**src/rtl/pc_gen.sv**
```systemverilog
// Program-counter generator: boot/run/redirect sequencing, next-PC selection,
// misaligned-target detection and an accepted-fetch counter.
module pc_gen #(
  parameter int              XLEN      = 32,
  parameter logic [XLEN-1:0] RESET_VEC = '0,
  parameter int              IALIGN    = 4,
  parameter int              CNT_W     = 32
) (
  input  logic             clk,
  input  logic             rst,
  input  logic [1:0]       cond,
  input  logic [XLEN-1:0]  imm,
  input  logic [XLEN-1:0]  alu_out,
  input  logic             trap_req,
  input  logic [XLEN-1:0]  trap_vec,
  input  logic             mret_req,
  input  logic [XLEN-1:0]  epc_in,
  input  logic             fetch_ready,
  output logic [XLEN-1:0]  pc,
  output logic             fetch_valid,
  output logic [XLEN-1:0]  normal_pc,
  output logic [XLEN-1:0]  jal_branch_pc,
  output logic             misalign_exc,
  output logic [XLEN-1:0]  misalign_addr,
  output logic [CNT_W-1:0] fetch_cnt
);

  typedef enum logic [1:0] {
    BOOT  = 2'd0,
    RUN   = 2'd1,
    REDIR = 2'd2
  } state_t;

  state_t          state;
  state_t          state_next;
  logic            fire;
  logic            transfer;
  logic            misaligned;
  logic            misalign_set;
  logic [XLEN-1:0] target;
  logic [XLEN-1:0] pc_next;

  assign fetch_valid   = (state == RUN);
  assign fire          = fetch_valid & fetch_ready;
  assign normal_pc     = pc + XLEN'(4);
  assign jal_branch_pc = pc + imm;

  // Sequential pc+4 is excluded from the alignment check; only real transfers are tested.
  always_comb begin
    target   = normal_pc;
    transfer = 1'b1;
    if (mret_req) begin
      target = epc_in;
    end else if (cond == 2'b01) begin
      target = jal_branch_pc;
    end else if (cond[1]) begin
      target = {alu_out[XLEN-1:1], 1'b0};
    end else begin
      transfer = 1'b0;
    end
  end

  always_comb begin
    misaligned = 1'b0;
    if (transfer) begin
      if (IALIGN == 2) begin
        misaligned = target[0];
      end else begin
        misaligned = target[1];
      end
    end
  end

  // Trap redirect wins over any fetch outcome; the fetch itself may still be counted.
  always_comb begin
    state_next   = state;
    pc_next      = pc;
    misalign_set = 1'b0;
    case (state)
      BOOT: begin
        state_next = RUN;
      end
      RUN: begin
        if (trap_req) begin
          state_next = REDIR;
          pc_next    = trap_vec;
        end else if (fire) begin
          if (misaligned) begin
            misalign_set = 1'b1;
          end else begin
            pc_next = target;
          end
        end
      end
      REDIR: begin
        if (trap_req) begin
          state_next = REDIR;
          pc_next    = trap_vec;
        end else begin
          state_next = RUN;
        end
      end
      default: begin
        state_next = BOOT;
        pc_next    = RESET_VEC;
      end
    endcase
  end

  always_ff @(posedge clk) begin
    if (rst) begin
      state         <= BOOT;
      pc            <= RESET_VEC;
      misalign_exc  <= 1'b0;
      misalign_addr <= '0;
      fetch_cnt     <= '0;
    end else begin
      state        <= state_next;
      pc           <= pc_next;
      misalign_exc <= misalign_set;
      if (misalign_set) begin
        misalign_addr <= target;
      end
      if (fire) begin
        fetch_cnt <= fetch_cnt + CNT_W'(1);
      end
    end
  end

endmodule

```
**config.mk**
```make
export PLATFORM = sky130hd
export DESIGN_NAME = pc_gen
export DESIGN_NICKNAME = d
export VERILOG_FILES = /design/src/rtl/pc_gen.sv
export SDC_FILE = /design/constraint.sdc
export NUM_CORES = 1
export LEC_CHECK = 0
export BUFFER_PORTS_ARGS = -buffer_cell sky130_fd_sc_hd__buf_2
export CAP_MARGIN = 20
export CORE_UTILIZATION = 46
export CTS_BUF_LIST = sky130_fd_sc_hd__clkbuf_16
export DETAILED_ROUTE_END_ITERATION = 10
export PLACE_DENSITY = 0.79
export SLEW_MARGIN = 30
export SYNTH_ARGS = -nofsm -noshare
export SYNTH_HDL_FRONTEND = slang
export SYNTH_SLANG_ARGS = --single-unit
```
**constraint.sdc**
```tcl
create_clock -name clk -period 2.7 [get_ports clk]
set_input_delay 0.135 -clock clk [delete_from_list [all_inputs] [get_ports clk]]
set_output_delay 0.135 -clock clk [all_outputs]
set_load 0.005 [all_outputs]
```
After elaboration in Yosys (flattened, before gate mapping)
Cells that the tools add are included.

storage, ports and cells
  register bits = 99
  logic and storage cells = 38

operators by class
  add/subtract/negate cells = 3
  eq/ne operators = 7
  multiplexer cells = 19
  bitwise operators = 2
  reduce and logical (&&, ||, !) cells = 2

operators by type and width
  operator                                                count
  two-way mux 32 bit                                      7
  one-hot mux 32 bit (3 select lines)                     1
  adder 32 x 1 -> 32 bit (second input constant)          1
  adder 32 x 3 -> 32 bit (second input constant)          1
  adder 32 bit                                            1
  two-way mux 1 bit                                       8
  one-hot mux 2 bit (3 select lines)                      1
  == test 2 x 1 -> 1 bit (second input constant)          2
  two-way mux 2 bit                                       2
  inequality test 2 bit (second input constant)           2
  AND reduction 4 bit                                     1
  inequality test 3 x 2 -> 1 bit (second input constant)  1
  inequality test 3 bit (second input constant)           1
  == test 2 bit (second input constant)                   1
  logical NOT 2 bit                                       1
  AND 1 bit                                               1
  inverter 1 bit                                          1

Longest topological paths before layout
  depth after elaboration = 9
  gate-level depth with buffers = 13

Least setup slack after synthesis
Ideal clock, no wire load.

  path kind = register -> register
  start point = reg pc[0]
  end point = reg pc[29]
  setup time = 0.122 ns
  data arrival time = 2.888 ns
  data required time = 2.578 ns
  path slack = -0.310 ns
  cell stages (with the launch flop) = 14
  path buffers = 2
  clock period less this slack = 3.010 ns
  cell sequence = dfxtp_1 -> ha_1 -> inv_1 -> fa_1 -> or3b_2 -> a21oi_1 -> o21ai_0 -> a21oi_1 -> or3_1 -> buf_2 -> or3_1 -> buf_2 -> nor3_1 -> a221o_1

between the ends
  cells in the longest elaborated chain, start to end = 8
  elaborated cells on any way between the ends = 12

ends and longest elaborated chain
  item                                 line  RTL
  start: declaration                   19    output logic [XLEN-1:0] pc,
  start signal: assignment             119   pc <= pc_next;
  adder 32 x 3 -> 32 bit               45    assign normal_pc = pc + XLEN'(4);
  two-way mux 32 bit                   56    end else if (cond[1]) begin
  two-way mux 32 bit (*)               54    end else if (cond == 2'b01) begin
  two-way mux 32 bit (*)               52    if (mret_req) begin
  two-way mux 32 bit                   88    if (misaligned) begin
  two-way mux 32 bit                   87    end else if (fire) begin
  two-way mux 32 bit                   84    if (trap_req) begin
  one-hot mux 32 bit (3 select lines)  79    case (state)

Mark *: on every way between the ends. The rest lies on a longest branch, timed or not. The select of a mux whose other input is x is not followed.
A chain may end at the register's enable or synchronous reset.

Worst setup path in the final report
  start point = reg pc[0]
  end point = out jal_branch_pc[22]

between the ends
  cells in the longest elaborated chain, start to end = 1

ends and longest elaborated chain
  item              line  RTL
  adder 32 bit      46    assign jal_branch_pc = pc + imm;
  end: declaration  22    output logic [XLEN-1:0] jal_branch_pc,

Every way passes these cells.

==> flow_summary.yaml <==
status:
  status: "finished with violations"
  failed_checks: "negative setup slack"
routing:
  wirelength_mm: 37.8
  num_vias: 10900
  ant_nets: 0
  wl_per_cell_um: 22.1
  firstDrtPassIters: 5
  viasPerCell: 6.36
  drtIter0Drc: 1163
  drcViolationCount: 0
layout:
  final_nets: 1660
  final_cells: 1714
  fillerInstances: 1221
  utilization_pct: 75.1
  synthToLayoutAreaGrowth_pct: 59.5
  final_cell_area_um2: 12500
  layout_commonest_cell: "buf_2"
  final_cell_mix: "buf_2, buf_4, nor2_1, nand2_1, dfxtp_1"
  drive_gt1_share_pct: 46.7
timing:
  max_freq_ghz: 0.338
  worst_pin_slew_ns: 0.806
  fin_skew_ns: 0.00835
  finalSetupTns_ns: -6.66
  finalCriticalPeriod_ns: 2.96
  hold_viol: 0
  hold_ws_ns: 0.0192
  rsz0062_at_grt: "yes"
  setup_viol: 54
  slew_violations: 0
  layout_worst_path_cycle_share_pct: 110
  slew_headroom_pct: 46.3
  finalWorstSetupSlack_ns: -0.262
logic_synthesis:
  synth_flop_cell: "dfxtp_1"
  synthArstFlopShare_pct: 0
  synth_edf_count: 0
  synth_cell_type_count: 80
  ys_seq_elements: 99
  yosysWarnings: 0
  syn_inst: 1041
  yosysSeqAreaShare_pct: 25.4
  synth.avg_cell_area_um2: 7.50
  synth_area_um2: 7810
  synth_nets: 1214
die:
  die_area_um2: 17500
  die_x_um: 132
  initial_utilization_pct: 47.1
  placementRows: 47
  coreArea_um2: 16600
  pin_count: 297
  die_h_um: 132
placed_design:
  dp_hpwl_mm: 27.3
  pre_cts_ws_ns: -0.258
  io_buffers: 295
  placed_area_um2: 10700
  dp_cells: 1657
  place_congestion: 1.03
global_routing:
  gr-total-overflow: 0
  grt_max_degree: 49
  grt_pass1_vias: 9831
  grt_antenna_before_repair: 2
  grt_pass1_wl_mm: 54.4
  grt_usage_pct: 39.9
clock_tree:
  cts_buffers: 9
  clk_pin_slew_ns: 0.08
  cts_sinks: 99
  cts-hold-fix-buffers: 0
  clk_latency_ns: 0.36
  cts-root-buf: "clkbuf_16"
  cts.path.max_buffers: 2
  tritoncts: "built"
  htree_levels: 3
power_and_ir_drop:
  power_leakage_nw: 5.76
  p_int_mw: 3.43
  power_density_nw_per_um2: 459
  power_switching_mw: 2.29
  p_comb_share_pct: 47.6
  p_clk_share_pct: 24.3
  p_total_mw: 5.72
  p_sw_share_pct: 40.1
  p_seq_share_pct: 28.1
  peakVddDrop_mv: 0.349
worst_hold_path:
  hold_path_end: "pc[11]"
  hp-class: "in2reg"
  whs_path_depth: 3
  hp-start: "trap_vec[11]"
critical_path:
  cp-start-kind: "flip-flop"
  critical_path_arrival_ns: 2.83
  reg2reg_depth: 13
  crit_required_ns: 2.57
  worst_path_largest_cell_delay_ns: 0.51
  cp_slowest_cell: "a311oi_4"
  critPathKind: "reg2out"
  cpMostUsedCell: "buf_6"
  crit_family: "compound AO/OA/AOI/OAI gates"
  crit_start: "pc[0]"
  end_kind: "primary output"
  worst-path-buf-inv: 4
  path_cells: "ha_4 -> inv_2 -> fa_2 -> nand2b_4 -> a21oi_4 -> o31a_1 -> a311oi_4 -> o21a_2 -> buf_6 -> buf_6 -> xnor2_2 -> buf_2"
  rr_endpoint: "misalign_addr[30]"
  reg2reg_slack_ns: -0.23
  crit_fanout: 5
  r2r-start: "pc[0]"
job:
  drv_cap: 0
-- kinds of logic (layout without fill, tap and decap cells) --
family / Yosys count / after routing / share of synthesized area (%)
flops: 99 / 99 / 25.4
buf+inv: 100 / 551 / 5.29
xor+xnor: 79 / 79 / 8.86
simple gates: 394 / 394 / 24.9
fa+ha+maj: 38 / 38 / 6.18
compound gates: 324 / 324 / 28.5
mux: 7 / 7 / 0.913
other cells: 0 / 2 / 0
-- registers in the layout, summed over array words and instances, names as in the netlist --
register	flops
fetch_cnt	32
misalign_addr	32
misalign_exc	1
pc	32
state	2
-- layout make-up --
type	instances	area (um^2)	area share (%)
Multi-Input combinational cell	842	6510	52.3
Timing Repair Buffer	498	3210	25.8
Sequential cell	99	2010	16.1
Tap cell	220	275	2.21
Clock buffer	9	225	1.81
Inverter	37	139	1.11
Clock inverter	7	86.3	0.693
Antenna cell	2	5.00	0.0402
-- power groups by stage --
stage	Clock [mW]	Combinational [mW]	Sequential, mW
after floorplan	0	1.04	1.65
after global placement	0	1.99	1.62
after detailed placement	0	2.02	1.63
after CTS	1.39	2.33	1.60
after global routing	1.46	2.84	1.61
final	1.39	2.73	1.61
-- what timing repair did --
action,CTS,global route
setup endpoints to repair,71,80
setup buffers,26,20
pin swaps,73,76
cloned,1,0
gates resized for setup,116,126
-- Yosys cell counts (all sizes together) (7+ instances only) --
cell type | number | area, um^2
a211oi | 13 | 97.6
or3 | 12 | 75.1
xor2 | 43 | 377
and4 | 17 | 149
ha | 37 | 463
a31oi | 16 | 100
nand2 | 94 | 353
o41ai | 8 | 70.1
o31ai | 14 | 119
buf | 17 | 101
and2 | 13 | 82.6
nor3 | 29 | 145
nand2b | 7 | 43.8
nand3 | 40 | 205
and3 | 17 | 108
dfxtp | 99 | 1980
o211ai | 10 | 75.1
a21o | 20 | 151
clkbuf | 46 | 173
a21oi | 77 | 385
nor4 | 9 | 56.3
nand4 | 20 | 125
o21ai | 57 | 297
inv | 36 | 135
a22oi | 26 | 195
o21a | 7 | 52.6
nor2 | 114 | 428
xnor2 | 36 | 315
-- worst max-delay path by stage --
stage	to	slack, ns	cells after the start
5_1_grt	jal_branch_pc[30]	-0.32	11
4_1_cts	jal_branch_pc[30]	-0.22	11
3_5_place_dp	pc[12]	-0.26	12
6_report	jal_branch_pc[22]	-0.26	12
2_1_floorplan	pc[13]	-0.11	13
3_3_place_gp	pc[12]	-0.24	12
-- layer usage --
metal	vias up	global-route usage, %	wire (um)
li1	4748	-	-
met1	5019	51.2	14200
met2	935	63.5	16500
met3	194	8.80	4750
met4	0	19.4	2290
met5	-	0	0
-- worst register-to-register path, cell delays in order (launching register included) --
cell      delay, ns
dfxtp_4        0.36
ha_4           0.12
inv_2          0.04
fa_2           0.36
nand2b_4       0.17
a21oi_4        0.13
o31a_1         0.30
a311oi_4       0.20
o21a_2         0.28
buf_6          0.13
buf_4          0.13
o41ai_4        0.28
a21oi_2        0.11
o41ai_1        0.24
(Power assumes the default switching activity.)
